### src/rtl/lsu_bridge.sv
// lsu_bridge: load/store unit bridging a single-cycle CPU data port to a
// variable-latency word-addressed memory bus (valid/ready request channel,
// valid-only response channel). Loads come back lane-extracted and
// sign/zero-extended; stores are replicated to byte lanes with strobes.
// Optional macro LSU_MISALIGN_CHK_EN: misaligned H/W requests are rejected
// with a bus_err pulse instead of being silently force-aligned.
module lsu_bridge #(
  parameter int TIMEOUT_CYC = 256,
  parameter int CNT_W       = 9
) (
  input  logic        clk,
  input  logic        rst,
  input  logic        req_valid,
  input  logic        mem_wen,
  input  logic [2:0]  memop,
  input  logic [31:0] mem_addr,
  input  logic [31:0] memdata,
  output logic        stall,
  output logic [31:0] mem_data,
  output logic        bus_err,
  output logic        bus_req_valid,
  input  logic        bus_req_ready,
  output logic [31:0] bus_addr,
  output logic        bus_wen,
  output logic [3:0]  bus_wstrb,
  output logic [31:0] bus_wdata,
  input  logic        bus_resp_valid,
  input  logic [31:0] bus_rdata
);

  localparam logic [1:0] ST_IDLE = 2'd0;
  localparam logic [1:0] ST_REQ  = 2'd1;
  localparam logic [1:0] ST_WAIT = 2'd2;
  localparam logic [1:0] ST_DONE = 2'd3;

  localparam logic [CNT_W-1:0] CNT_LAST = CNT_W'(TIMEOUT_CYC - 1);

  logic [1:0]       state_q,    state_d;
  logic [31:0]      addr_q,     addr_d;
  logic [2:0]       op_q,       op_d;
  logic             wen_q,      wen_d;
  logic [3:0]       wstrb_q,    wstrb_d;
  logic [31:0]      wdata_q,    wdata_d;
  logic [CNT_W-1:0] cnt_q,      cnt_d;
  logic [31:0]      mem_data_q, mem_data_d;
  logic             bus_err_q,  bus_err_d;

  logic [3:0]  req_strb;
  logic [31:0] req_wdata;
  logic        req_misalign;
  logic [7:0]  ld_byte;
  logic [15:0] ld_half;
  logic [31:0] load_ext;
  logic        timeout_hit;

  // Decode an incoming CPU request into bus lane strobes and replicated data.
  // memop[1:0] picks the size: 00 byte, 01 half, anything with bit1 set is a
  // word (this also folds the reserved encodings 011/110/111 into W).
  always_comb begin
    req_strb     = 4'b0000;
    req_wdata    = 32'h0;
    req_misalign = 1'b0;
    case (memop[1:0])
      2'b00: begin
        req_strb  = 4'b0001 << mem_addr[1:0];
        req_wdata = {4{memdata[7:0]}};
      end
      2'b01: begin
        req_strb     = 4'b0011 << {mem_addr[1], 1'b0};
        req_wdata    = {2{memdata[15:0]}};
        req_misalign = mem_addr[0];
      end
      default: begin
        req_strb     = 4'b1111;
        req_wdata    = memdata;
        req_misalign = |mem_addr[1:0];
      end
    endcase
    if (!mem_wen) begin
      req_strb  = 4'b0000;
      req_wdata = 32'h0;
    end
  end

  // Extract and extend the load result from the raw response word.
  always_comb begin
    case (addr_q[1:0])
      2'd0:    ld_byte = bus_rdata[7:0];
      2'd1:    ld_byte = bus_rdata[15:8];
      2'd2:    ld_byte = bus_rdata[23:16];
      default: ld_byte = bus_rdata[31:24];
    endcase
    ld_half = addr_q[1] ? bus_rdata[31:16] : bus_rdata[15:0];
    case (op_q[1:0])
      2'b00:   load_ext = op_q[2] ? {24'h0, ld_byte} : {{24{ld_byte[7]}}, ld_byte};
      2'b01:   load_ext = op_q[2] ? {16'h0, ld_half} : {{16{ld_half[15]}}, ld_half};
      default: load_ext = bus_rdata;
    endcase
    if (wen_q) begin
      load_ext = 32'h0;
    end
  end

  assign timeout_hit = (cnt_q == CNT_LAST);

  // Access sequencer: capture in IDLE, hold the request in REQ until accepted,
  // wait for the response (or the timeout), present the result in DONE.
  always_comb begin
    state_d    = state_q;
    addr_d     = addr_q;
    op_d       = op_q;
    wen_d      = wen_q;
    wstrb_d    = wstrb_q;
    wdata_d    = wdata_q;
    cnt_d      = cnt_q;
    mem_data_d = mem_data_q;
    bus_err_d  = 1'b0;
    case (state_q)
      ST_IDLE: begin
        cnt_d = '0;
        if (req_valid) begin
          addr_d     = mem_addr;
          op_d       = memop;
          wen_d      = mem_wen;
          wstrb_d    = req_strb;
          wdata_d    = req_wdata;
          mem_data_d = 32'h0;
          state_d    = ST_REQ;
`ifdef LSU_MISALIGN_CHK_EN
          if (req_misalign) begin
            // Rejected before touching the bus; present no write on the bus.
            wen_d     = 1'b0;
            wstrb_d   = 4'b0000;
            wdata_d   = 32'h0;
            bus_err_d = 1'b1;
            state_d   = ST_DONE;
          end
`endif
        end
      end
      ST_REQ: begin
        cnt_d = cnt_q + 1'b1;
        if (bus_req_ready && bus_resp_valid) begin
          mem_data_d = load_ext;
          state_d    = ST_DONE;
        end else if (timeout_hit) begin
          mem_data_d = 32'h0;
          bus_err_d  = 1'b1;
          state_d    = ST_DONE;
        end else if (bus_req_ready) begin
          state_d = ST_WAIT;
        end
      end
      ST_WAIT: begin
        cnt_d = cnt_q + 1'b1;
        if (bus_resp_valid) begin
          mem_data_d = load_ext;
          state_d    = ST_DONE;
        end else if (timeout_hit) begin
          mem_data_d = 32'h0;
          bus_err_d  = 1'b1;
          state_d    = ST_DONE;
        end
      end
      default: begin
        // DONE: the CPU retires this access on the coming edge.
        cnt_d   = '0;
        state_d = ST_IDLE;
      end
    endcase
  end

  // State and request registers with asynchronous active-low clear.
  always_ff @(posedge clk or negedge rst) begin
    if (!rst) begin
      state_q    <= ST_IDLE;
      addr_q     <= 32'h0;
      op_q       <= 3'b000;
      wen_q      <= 1'b0;
      wstrb_q    <= 4'b0000;
      wdata_q    <= 32'h0;
      cnt_q      <= '0;
      mem_data_q <= 32'h0;
      bus_err_q  <= 1'b0;
    end else begin
      state_q    <= state_d;
      addr_q     <= addr_d;
      op_q       <= op_d;
      wen_q      <= wen_d;
      wstrb_q    <= wstrb_d;
      wdata_q    <= wdata_d;
      cnt_q      <= cnt_d;
      mem_data_q <= mem_data_d;
      bus_err_q  <= bus_err_d;
    end
  end

  // stall is gated by reset so every output reads 0 while reset is held.
  assign stall         = rst & req_valid & (state_q != ST_DONE);
  assign mem_data      = mem_data_q;
  assign bus_err       = bus_err_q;
  assign bus_req_valid = (state_q == ST_REQ);
  assign bus_addr      = {addr_q[31:2], 2'b00};
  assign bus_wen       = wen_q;
  assign bus_wstrb     = wstrb_q;
  assign bus_wdata     = wdata_q;

endmodule

### config.mk
export PLATFORM = sky130hd
export DESIGN_NAME = lsu_bridge
export DESIGN_NICKNAME = d
export VERILOG_FILES = /design/src/rtl/lsu_bridge.sv
export SDC_FILE = /design/constraint.sdc
export NUM_CORES = 1
export LEC_CHECK = 0
export BUFFER_PORTS_ARGS = -buffer_cell sky130_fd_sc_hd__buf_2
export CORE_ASPECT_RATIO = 0.9
export CORE_MARGIN = 2
export CORE_UTILIZATION = 40
export CTS_CLUSTER_SIZE = 16
export DETAILED_ROUTE_END_ITERATION = 6
export PLACE_DENSITY = 0.77
export SLEW_MARGIN = 15
export SYNTH_ARGS = -nofsm -noshare
export SYNTH_HDL_FRONTEND = slang
export SYNTH_SLANG_ARGS = --single-unit
### constraint.sdc
create_clock -name clk -period 2 [get_ports clk]
set_input_delay 0.4 -clock clk [delete_from_list [all_inputs] [get_ports clk]]
set_output_delay 0.4 -clock clk [all_outputs]
set_load 0.005 [all_outputs]
==> results.txt <==
Commonest non-fill, non-tap cell in the layout: buf_2
Layout area overhead: 30.1%
GPL Wtd Cong: 0.814
Clk sinks: 116
Internal cell power: 0.00694 W
Largest net degree at the start of global routing: 117
First-pass GRT wire length: 24700 um
Power Dens Cells: 1450 nW/um2
Die Y: 118 um
Clk_skew: 0.00764 ns
Switch share: 35.8%
I/O Buffers: 206
Synthesized area: 5730 um2
Synth warn: 0
Top_reg_cell synth: dfrtp_1
Clk pwr share: 27.6%
Setup violators final: 0
Most frequent cells in the layout: buf_2, dfrtp_1, nand2_1
Hold crit path type: input port to async pin
Crit-path cells: inv_1, ha_1, nor2b_1, o21ai_0, o21ai_2, a41oi_4, buf_12, a21oi_1
IO Count: 209
Vias in the first global route: 4853
Period utilisation layout: 92.7%
Slew headroom: 58.5%
Status: completed
TritonCTS clock tree: built
Sequential Power Share: 33.8%
Peak Freq: 539 MHz
Synthesized flop and latch total: 116
Via Count: 4936
Post-layout min period: 1.85 ns
Antenna Nets Post-Route: 0
Clk buf depth: 2
Critical path buffer and inverter count: 2
CP Capture Type: flip-flop
Area after DPL: 6850 um2
# DRC: 0
Post-DP HPWL: 11200 um
Final wirelength: 15500 um
Initial DRC count: 264
Fill count: 1280
Lkg Pwr: 3.76 nW
Vias per std cell: 5.09
Design Area, Final: 7460 um2
Die Area: 15300 um2
FFs w/ async S/R, synth: 100%
Tot GR Track Use: 20.8%
Root buf cell: clkbuf_16
Max incr delay on CP: 0.39 ns
CP Launch Type: flip-flop
Switch Pwr: 0.00386 W
Worst vdd ir: 0.807 mV
EDFF count, synth: 0
Remaining Overflow, GRT: 0
Starting Density: 40.9%
Storage element area: 2900 um2
Drt pass-1 iters: 5
Clk slew on worst S/H paths: 0.06 ns
Nets: 874
Initial antenna violation count: 0
Largest delay contributor family on the critical path: compound AO/OA/AOI/OAI gates
Cell count after synthesis: 575
Antenna diodes: 0
Worst Path Required: 2.29 ns
Share of the synthesized area in the top cell type: 50.6%
TNS Setup: 0 ns
Post-synthesis sequential area ratio: 50.6%
Slowest stage cell, crit path: dfrtp_1
Core Area: 14000 um2
Cell variety after synth: 43
Crit Path Max Fanout: 13
Clk_lat worst skew: 0.41 ns
Core Rows: 41
H-tree Lvls: 4
Average size of a mapped cell: 9.97 um2
Area of the multi-input gates: 2410 um2
Combinational share of power: 38.7%
Max-cap viol count: 0
CTS Hold Bufs: 0
Slew Viols, Final: 0
Largest cells by area after synthesis: dfrtp_1, o21ai_0, mux2_2
Cts bufs inserted: 17
WS Path Type: flip-flop to flip-flop
Final Hold Fails: 0
Die extent in x: 130 um
Post-synth top area cell: dfrtp_1
Ratio of cells with drive above 1 in the final layout: 40.3%
Post-DR wirelength/cell: 16.0 um
Data arrival time of the critical path: 2.15 ns
Slew @ Worst Pin: 0.620 ns
## cell usage after synthesis, types with 2 or more instances
master    instances
buf_2             2
o21ai_1           2
xnor2_1           3
a22o_1            9
nand2_2           2
nor2b_1           7
o31ai_1           3
a21oi_2           4
nand2b_1         13
buf_4            32
nor2_1           20
dfrtp_1         116
mux2_2           35
inv_1            12
buf_6             2
nor3_1            4
and2_1            5
clkbuf_1         25
a221oi_1          9
a21boi_0          3
mux2i_1          24
or3_1             2
a31oi_1           7
a21o_1            2
ha_1              6
o21ai_0          81
nand3_1           6
a21oi_1          32
nand2_1          91
buf_1             3
## kinds of logic (layout without fill, tap and decap cells)
group	Yosys count	in the layout	synth area share, %
adder cells (fa/ha/maj)	6	6	1.31
XOR/XNOR	4	4	0.611
flip-flops	116	116	50.6
buffers and inverters	76	276	7.38
AND/OR/NAND/NOR	154	154	11.9
other	1	2	0.0654
multiplexers	60	60	11.5
AO/OA/AOI/OAI	158	158	16.6
## flip-flops by register name, summed over array words and instances (netlist names)
name,flops
mem_data,32
op_q,3
cnt_q,9
bus_wen,1
bus_wdata,32
state_q,2
bus_wstrb,4
addr_q,32
bus_err,1
## through the flow
| step | hold slack [ns] | total power (W) | utilization (%) | instances | worst slack (ns) |
|---|---|---|---|---|---|
| after floorplan | 0.104 | 0.00645 | - | 576 | 0.123 |
| after global placement | 0.449 | 0.00775 | 48.9 | 935 | 0.149 |
| after detailed placement | 0.455 | 0.00786 | 48.9 | 935 | 0.0764 |
| after CTS | 0.120 | 0.0109 | 53.1 | 967 | 0.0711 |
| after global routing | 0.135 | 0.0116 | 53.2 | 969 | -0.00108 |
| final | 0.0958 | 0.0108 | 53.2 | 969 | 0.145 |
## layer usage
metal	global-route usage [%]	wire, um
met1	26.1	6480
met2	33.2	7340
met3	7.14	1310
met4	7.86	323
met5	0	0
## what timing repair did
action,CTS,global route
buffers inserted,0,2
resized for setup,0,4
setup endpoints to repair,0,30
## power groups by stage
stage / registers, W / logic [W] / clock network [W]
4_1_cts: 0.00365 / 0.00419 / 0.00305
3_3_place_gp: 0.00365 / 0.00410 / 0
5_1_grt: 0.00375 / 0.00465 / 0.00317
3_5_place_dp: 0.00367 / 0.00419 / 0
6_report: 0.00365 / 0.00418 / 0.00298
2_1_floorplan: 0.00361 / 0.00284 / 0
## worst paths after layout
check / cells after the start / slack, ns / start / end
max: 8 / 0.15 / state_q[0] / mem_data[29]
min: 2 / 0.1 / rst / bus_wdata[4]
max reg2reg: 8 / 0.15 / state_q[0] / mem_data[29]
min reg2reg: 1 / 0.47 / cnt_q[0] / cnt_q[0]
max in group asynchronous: 2 / 1.46 / rst / mem_data[10]
min in group clk: 2 / 0.22 / mem_addr[12] / addr_q[12]
## layout make-up
class / count / area share [%]
clock buffer: 17 / 5.71
clock inverter: 15 / 2.10
inverter: 12 / 0.604
multi-input combinational: 384 / 32.4
sequential: 116 / 38.9
tap: 193 / 3.24
timing repair buffer: 232 / 17.0
(Power assumes the default switching activity.)
